<file path="src/rtl/imem_loader_pkg.sv">
// Shared types and constants for the instruction-memory boot loader.
package imem_loader_pkg;
    typedef enum logic [2:0] {IDLE, HDR0, HDR1, DATA, CSUM, DONE, ERR} ldr_state_e;
    localparam int BYTES_PER_WORD = 4;
    localparam int HDR_BYTES      = 2;
endpackage

</file>
<file path="src/rtl/imem_word_packer.sv">
// Collects little-endian bytes into 32-bit words; word_valid fires combinationally
// on the accept of the 4th byte so the caller can register the write port.
module imem_word_packer
    import imem_loader_pkg::*;
(
    input  logic        clk,
    input  logic        rst_n,
    input  logic        clear,
    input  logic        in_fire,
    input  logic [7:0]  in_data,
    output logic        word_valid,
    output logic [31:0] word
);
    logic [1:0]  cnt;
    logic [23:0] sh;

    always_ff @(posedge clk or negedge rst_n) begin
        if (!rst_n) begin
            cnt <= '0;
            sh  <= '0;
        end else if (clear) begin
            cnt <= '0;
        end else if (in_fire) begin
            cnt <= cnt + 2'd1;
            sh  <= {in_data, sh[23:8]};
        end
    end

    assign word_valid = in_fire && (cnt == 2'(BYTES_PER_WORD - 1));
    assign word       = {in_data, sh};
endmodule

</file>
<file path="src/rtl/imem_loader.sv">
// Boot-time imem writer: header (16-bit word count) then little-endian words.
// Define IMEM_LOADER_CHECKSUM_EN to require a trailing mod-256 sum byte.
module imem_loader
    import imem_loader_pkg::*;
#(
    parameter int ADDR_WIDTH = 32,
    parameter int INST_WIDTH = 32,
    parameter int DEPTH      = 256
) (
    input  logic                  clk,
    input  logic                  rst_n,
    input  logic                  start,
    input  logic [7:0]            in_data,
    input  logic                  in_valid,
    output logic                  in_ready,
    output logic                  imem_we,
    output logic [ADDR_WIDTH-1:0] imem_waddr,
    output logic [INST_WIDTH-1:0] imem_wdata,
    output logic                  busy,
    output logic                  done,
    output logic                  error,
    output logic                  core_hold
);
`ifdef IMEM_LOADER_CHECKSUM_EN
    localparam ldr_state_e FIN = CSUM;
`else
    localparam ldr_state_e FIN = DONE;
`endif

    ldr_state_e  state, state_n;
    logic        fire, load, last_wr, pk_valid, csum_ok;
    logic [31:0] pk_word;
    logic [7:0]  n_lo;
    logic [15:0] n_words, word_idx, hdr_n;

    assign hdr_n   = {in_data, n_lo};
    assign load    = start && (state == IDLE || state == DONE || state == ERR);
    assign fire    = in_valid && in_ready;
    // word_idx is already incremented during the strobe, so the last write sees idx == N
    assign last_wr = (state == DATA) && imem_we && (word_idx == n_words);

`ifdef IMEM_LOADER_CHECKSUM_EN
    logic [7:0] csum;
    always_ff @(posedge clk or negedge rst_n) begin
        if (!rst_n)                     csum <= '0;
        else if (load)                  csum <= '0;
        else if (state == DATA && fire) csum <= csum + in_data;
    end
    assign csum_ok = (csum == in_data);
`else
    assign csum_ok = 1'b0;
`endif

    imem_word_packer u_pack (
        .clk        (clk),
        .rst_n      (rst_n),
        .clear      (load),
        .in_fire    (state == DATA && fire),
        .in_data    (in_data),
        .word_valid (pk_valid),
        .word       (pk_word)
    );

    always_ff @(posedge clk or negedge rst_n) begin
        if (!rst_n) state <= IDLE;
        else        state <= state_n;
    end

    always_comb begin
        state_n = state;
        case (state)
            IDLE, DONE, ERR: if (start) state_n = HDR0;
            HDR0:            if (fire) state_n = HDR1;
            HDR1: if (fire) begin
                if (hdr_n == 16'd0)              state_n = FIN;
                else if (hdr_n > 16'(DEPTH))     state_n = ERR;
                else                             state_n = DATA;
            end
            DATA:            if (last_wr) state_n = FIN;
            CSUM:            if (fire) state_n = csum_ok ? DONE : ERR;
            default:         state_n = IDLE;
        endcase
    end

    always_comb begin
        in_ready  = 1'b0;
        busy      = 1'b0;
        done      = 1'b0;
        error     = 1'b0;
        core_hold = 1'b1;
        case (state)
            HDR0, HDR1, CSUM: begin in_ready = 1'b1; busy = 1'b1; end
            // no trailing data byte may slip in during the final write strobe
            DATA:             begin in_ready = !last_wr; busy = 1'b1; end
            DONE:             begin done = 1'b1; core_hold = 1'b0; end
            ERR:              error = 1'b1;
            default:          ;
        endcase
    end

    always_ff @(posedge clk or negedge rst_n) begin
        if (!rst_n) begin
            n_lo       <= '0;
            n_words    <= '0;
            word_idx   <= '0;
            imem_we    <= 1'b0;
            imem_waddr <= '0;
            imem_wdata <= '0;
        end else begin
            imem_we <= pk_valid;
            if (load) begin
                word_idx <= '0;
                n_words  <= '0;
            end else begin
                if (state == HDR0 && fire) n_lo    <= in_data;
                if (state == HDR1 && fire) n_words <= hdr_n;
                if (pk_valid) begin
                    imem_waddr <= ADDR_WIDTH'({word_idx, 2'b00});
                    imem_wdata <= INST_WIDTH'(pk_word);
                    word_idx   <= word_idx + 16'd1;
                end
            end
        end
    end
endmodule

</file>
<file path="config.mk">
export PLATFORM = sky130hd
export DESIGN_NAME = imem_loader
export DESIGN_NICKNAME = d
export VERILOG_FILES = /design/src/rtl/imem_loader_pkg.sv /design/src/rtl/imem_word_packer.sv /design/src/rtl/imem_loader.sv
export SDC_FILE = /design/constraint.sdc
export NUM_CORES = 1
export LEC_CHECK = 0
export BUFFER_PORTS_ARGS = -buffer_cell sky130_fd_sc_hd__buf_4
export CORE_UTILIZATION = 45
export DETAILED_ROUTE_END_ITERATION = 10
export PLACE_DENSITY = 0.74
export SYNTH_ARGS = -nofsm -noshare
export SYNTH_HDL_FRONTEND = slang
export SYNTH_SLANG_ARGS = --single-unit
</file>
<file path="constraint.sdc">
create_clock -name clk -period 3.9 [get_ports clk]
set_clock_uncertainty 0.05 [all_clocks]
set_input_delay 0.39 -clock clk [delete_from_list [all_inputs] [get_ports clk]]
set_output_delay 0.39 -clock clk [all_outputs]
set_load 0.01 [all_outputs]
</file>
---- Yosys cells after proc, flatten, opt, wreduce, memory -nomap -nowiden ----
Index checks and enable logic that the tools add are counted.
word-level totals
  flip-flop bits (word level) ............. 118
  bits of input ports ..................... 12
  output and inout port bits .............. 70
  word-level logic and storage cells ...... 68
cells by class
  add/sub/neg operators ................... 2
  $lt $le $gt $ge ......................... 1
  eq/ne operators ......................... 13
  muxes and demuxes ....................... 19
  bitwise gates (word level) .............. 1
  reduce and logical (&&, ||, !) cells .... 23
operator list
  kind                                                 number
  two-way mux 16 bit                                   4
  two-way mux 3 bit                                    7
  adder 16 x 1 -> 16 bit, second input constant        1
  == test 16 bit                                       1
  > comparator 16 x 9 -> 1 bit, second input constant  1
  zero test 16 bit                                     1
  case mux 3 bit (5 select lines)                      1
  != test 2 bit, second input constant                 5
  == test 3 bit, second input constant                 3
  logical AND 1 bit                                    8
  == test 3 x 2 -> 1 bit, second input constant        2
  AND reduction 2 bit                                  3
  nonzero test 2 bit                                   3
  OR reduction 3 bit                                   2
  AND reduction 5 bit                                  1
  two-way mux 1 bit                                    4
  two-way mux 2 bit                                    2
  OR reduction 4 bit                                   1
  == test 3 x 1 -> 1 bit, second input constant        1
  zero test 3 bit                                      1
  adder 2 x 1 -> 2 bit, second input constant          1
  == test 2 bit, second input constant                 1
  logical OR 1 bit                                     2
  case mux 1 bit (2 select lines)                      1
  2 further kinds                                      2

---- Longest topological paths before layout ----
  depth in word-level cells ............... 10
  mapped depth ............................ 9
  mapped depth without buffers ............ 6

---- Cells and area by module ----
From an unflattened synthesis, not the netlist that was laid out.
second synthesis, totals
  cell total of the unflattened synthesis .. 417
  area, all modules ....................... 5360.1 µm²
modules (own cells, without submodules)
  module            instances  cells an instance  area an instance (µm²)  seq. area each (µm²)
  imem_loader       1          349                4192.8                  2302.2
  imem_word_packer  1          68                 1167.4                  650.6

---- Least setup slack after synthesis ----
No wires, ideal clock.
  kind .................................... register to register
  start point ............................. reg word_idx[2]
  end point ............................... reg imem_waddr[2]
  library setup time ...................... 125 ps
  data arrival time ....................... 1867 ps
  required time ........................... 3725 ps
  path slack .............................. 1858 ps
  stages on the path, launching flop included .. 9
  path buffers ............................ 3
  clock period less this slack ............ 2042 ps
  path through ............................ dfrtp_1 > buf_2 > xor2_1 > nor4_1 > and3_4 > a211o_1 > buf_4 > buf_4 > mux2_2
between the ends
  longest elaborated chain between the ends .. 8
ends and longest elaborated chain
  element                          line                    RTL
  start, declared                  imem_loader.sv:34       logic [15:0] n_words, word_idx, hdr_n;
  start signal, assigned           imem_loader.sv:120      word_idx <= word_idx + 16'd1;
  == test 16 bit                   imem_loader.sv:40       assign last_wr = (state == DATA) && imem_we && (word_idx == n_words);
  logical AND 1 bit                imem_loader.sv:40
  zero test 1 bit                  imem_loader.sv:94       DATA: begin in_ready = !last_wr; busy = 1'b1; end
  case mux 1 bit (2 select lines)  imem_loader.sv:91       case (state)
  logical AND 1 bit                imem_loader.sv:38       assign fire = in_valid && in_ready;
  logical AND 1 bit                imem_loader.sv:58       .in_fire (state == DATA && fire),
  logical AND 1 bit                imem_word_packer.sv:29  assign word_valid = in_fire && (cnt == 2'(BYTES_PER_WORD - 1));
  AND reduction 2 bit (no line)    n/a
  end signal, assigned             imem_loader.sv:118      imem_waddr <= ADDR_WIDTH'({word_idx, 2'b00});
  end, declared                    imem_loader.sv:17       output logic [ADDR_WIDTH-1:0] imem_waddr,
No other way between the ends.
A chain may end at the register's enable or synchronous reset.

---- Final worst setup path ----
  start point ............................. reg word_idx[11]
  end point ............................... out in_ready
between the ends
  longest elaborated chain between the ends .. 4
ends and longest elaborated chain
  element                          line               RTL
  == test 16 bit                   imem_loader.sv:40
  logical AND 1 bit                imem_loader.sv:40
  zero test 1 bit                  imem_loader.sv:94
  case mux 1 bit (2 select lines)  imem_loader.sv:91
  end, declared                    imem_loader.sv:15  output logic in_ready,
No other way between the ends.

==> metrics.log <==
[metrics] Crit-path slowest cell: nor4_2
[metrics] residual DRC count: 0
[metrics] number of warnings reported in the yosys synthesis log: 0
[metrics] height of the die: 109.9 um
[metrics] asr flop ratio synth: 100.0%
[metrics] detailed-placement wirelength estimate: 7.123 mm
[metrics] cells traversed along the worst timing path: xnor2_1 > nand4_1 > nor4_2 > and3_1 > o22ai_1 > buf_4
[metrics] number of rows in the core area: 39
[metrics] CTS Buffer Depth: 2
[metrics] summed area of non-filler cells in the final layout: 6466 um2
[metrics] antenna cell count: 0
[metrics] Port Buf Inserts: 65
[metrics] kind of cell adding the most delay to the critical path: simple AND/OR/NAND/NOR gates
[metrics] clock tree root buffer cell: clkbuf_16
[metrics] total buffers and inverters traversed by the critical path: 1
[metrics] count of hold buffers inserted by post-cts repair: 0
[metrics] GPL Wtd Cong: 0.8196
[metrics] achievable clock frequency: 362.4 MHz
[metrics] first-pass detailed-route iteration total: 4
[metrics] library cell with the highest instance count after synthesis: dfrtp_1
[metrics] kind of critical path: reg2out
[metrics] register area share after synthesis: 56.34%
[metrics] Max-cap violations: 0
[metrics] TritonCTS buffer count: 17
[metrics] total number of H-tree levels: 4
[metrics] Leak Pwr: 0.003130 uW
[metrics] cts repair resizes: 0
[metrics] synth top area cells: dfrtp_1, mux2_2, nand2_1
[metrics] remaining max-slew budget at the tightest pin: 48.90%
[metrics] clock sinks: 118
[metrics] area of placed instances: 5807 um2
[metrics] initial core utilization: 46.10%
[metrics] post-CTS clock slew at the launch and capture registers of the worst setup and hold paths: 50 ps
[metrics] type of the most critical hold path: in2async
[metrics] delay of the slowest cell on the worst path: 550 ps
[metrics] number of DRC markers after the initial detailed-route iteration: 221
[metrics] number of synthesized register bits: 118
[metrics] first-pass GRT wire length: 17.17 mm
[metrics] top cell type's share of synthesized area: 56.34%
[metrics] most frequent cells after synthesis: dfrtp_1, mux2_2, nand2_1, a21oi_1, buf_4
[metrics] global route overflow: 0
[metrics] Reg area: 2953 um2
[metrics] CTS tree: done
[metrics] final setup vio count: 0
[metrics] largest net degree at the start of global routing: 61
[metrics] Antenna Nets Post-Route: 0
[metrics] later-pin clock latency in the skew report: 400 ps
[metrics] number of fill cells: 927
[metrics] final-stage net count: 516
[metrics] horizontal extent of the die: 109.9 um
[metrics] count of unique library cells instantiated by Yosys: 45
[metrics] R2R setup slack: 1390 ps
[metrics] Synth Cell Area: 5241 um2
[metrics] shortest period the worst path allows: 2759 ps
[metrics] critical path peak fanout: 6
[metrics] cell count after synthesis: 433
[metrics] global-route usage over all layers: 18.89%
[metrics] worst supply voltage drop on vdd: 463.7 uV
[metrics] placeable core area: 11370 um2
[metrics] via count: 3526
[metrics] Critical Path RT: 3460 ps
[metrics] post-synthesis area per instance: 12.10 um2
[metrics] most instantiated flip-flop cell in the synthesis netlist: dfrtp_1
[metrics] sort of element at the start of the critical path: flop
[metrics] summed negative setup slack over all endpoints: 0 ps
[metrics] area overhead of the layout relative to synthesis: 23.37%
[metrics] Boundary Pins: 82
[metrics] routed length per instance: 16.04 um
[metrics] number of global-route vias before repair: 3466
[metrics] library cell with the largest summed area after synthesis: dfrtp_1
[metrics] fraction of layout instances using a drive strength above 1: 36.58%
[metrics] number of enable-type register cells in the synthesized netlist: 0
[metrics] part of the cycle the worst path needs: 70.75%
[metrics] floorplan die area: 12080 um2
[metrics] area of the multi-input gates: 2111 um2
[metrics] CP endpoint kind: output port
[metrics] status: finished, final reports clean
[metrics] sum of routed wire length over all layers: 10.54 mm
[metrics] mean number of vias per cell: 5.367
[metrics] setup repair after global routing missed its margin: false
[metrics] Post-CTS Setup Bufs: 0
[metrics] power density over the cells: 718.2 nW/um2
[metrics] number of endpoints with negative hold slack in the final report: 0
[metrics] initial antenna violation count: 0
[metrics] pin slew with the least headroom to its limit: 761.4 ps
[metrics] arrival time at the worst endpoint: 2320 ps
[metrics] max-slew violation total from the final report: 0
## path summary, 6_finish.rpt
kind	start	endpoint	depth (start not counted)
max in group asynchronous	rst_n	word_idx[8]	2
worst min register to register	imem_waddr[9]	imem_waddr[9]	2
worst min-delay path	rst_n	imem_wdata[7]	1
worst max-delay path	word_idx[11]	in_ready	6
min in group clk	in_data[6]	n_lo[6]	2
worst max register to register	word_idx[11]	imem_wdata[10]	6
## registers in the layout, indices dropped and copies added, names as in the netlist
register,cells
imem_waddr,16
imem_wdata,32
imem_we,1
n_lo,8
n_words,16
state,3
u_pack.cnt,2
u_pack.sh,24
word_idx,16
## metrics by stage
step                hold slack (ps)  std cells  total power, uW  worst slack (ps)  util [%]
floorplan                     44.41        448             2528              1858         -
global placement              419.8        626             2879              1515     51.07
detailed placement            422.4        626             2938              1390     51.07
CTS                           29.13        657             4692              1123     56.87
global route                  54.66        657             4890             991.1     56.87
finish                       0.6415        657             4644              1141     56.87
## cell type report
class                           count  area share [%]
Clock inverter                     13           3.560
Tap cell                          143           2.767
Multi-Input combinational cell    289           32.64
Timing Repair Buffer               71           8.437
Sequential cell                   118           45.67
Clock buffer                       18           6.637
Inverter                            5          0.2902
## cell families after synthesis
group | Yosys count | synth area share (%)
other cells | 1 | 0.07155
compound gates | 59 | 6.852
xor+xnor | 20 | 3.342
fa+ha+maj | 2 | 0.4774
flops | 118 | 56.34
simple gates | 111 | 10.86
mux | 81 | 17.35
buf+inv | 41 | 4.703
## layout by cell type, fill, tap and decap left out, types with 2 or more instances in the layout
cell,Yosys,final
nor2b_1,2,2
clkbuf_16,0,17
nand2_1,51,51
dfrtp_1,118,118
nand3_1,12,12
a21o_1,3,3
xnor2_1,15,15
or3_1,5,5
buf_4,20,70
nand4_1,3,3
mux2_2,79,79
or4_1,5,5
o41ai_1,3,3
xor2_1,5,5
nor3b_1,3,3
nor3_1,2,2
mux2i_1,2,2
ha_1,2,2
o21ai_0,10,10
nand2b_1,4,4
and2_1,2,2
nor2_1,4,4
clkinv_2,0,3
o311ai_0,2,2
inv_1,5,5
bufinv_16,0,6
conb_1,1,16
nor4_1,6,6
clkinv_4,0,4
and3_1,6,6
a21oi_1,27,26
o31ai_1,5,5
## power by group
group | total, uW | switching, uW | internal [uW]
clock network | 1730 | 533 | 1190
logic | 1060 | 498 | 565
registers | 1850 | 277 | 1580
## routing by layer
layer | track usage, % | part of all wire (%)
met4 | 7.333 | 0.73
met2 | 31.65 | 51
met5 | 0 | 0
met3 | 5.216 | 5.4
met1 | 23.10 | 43
(Power assumes the default switching activity.)
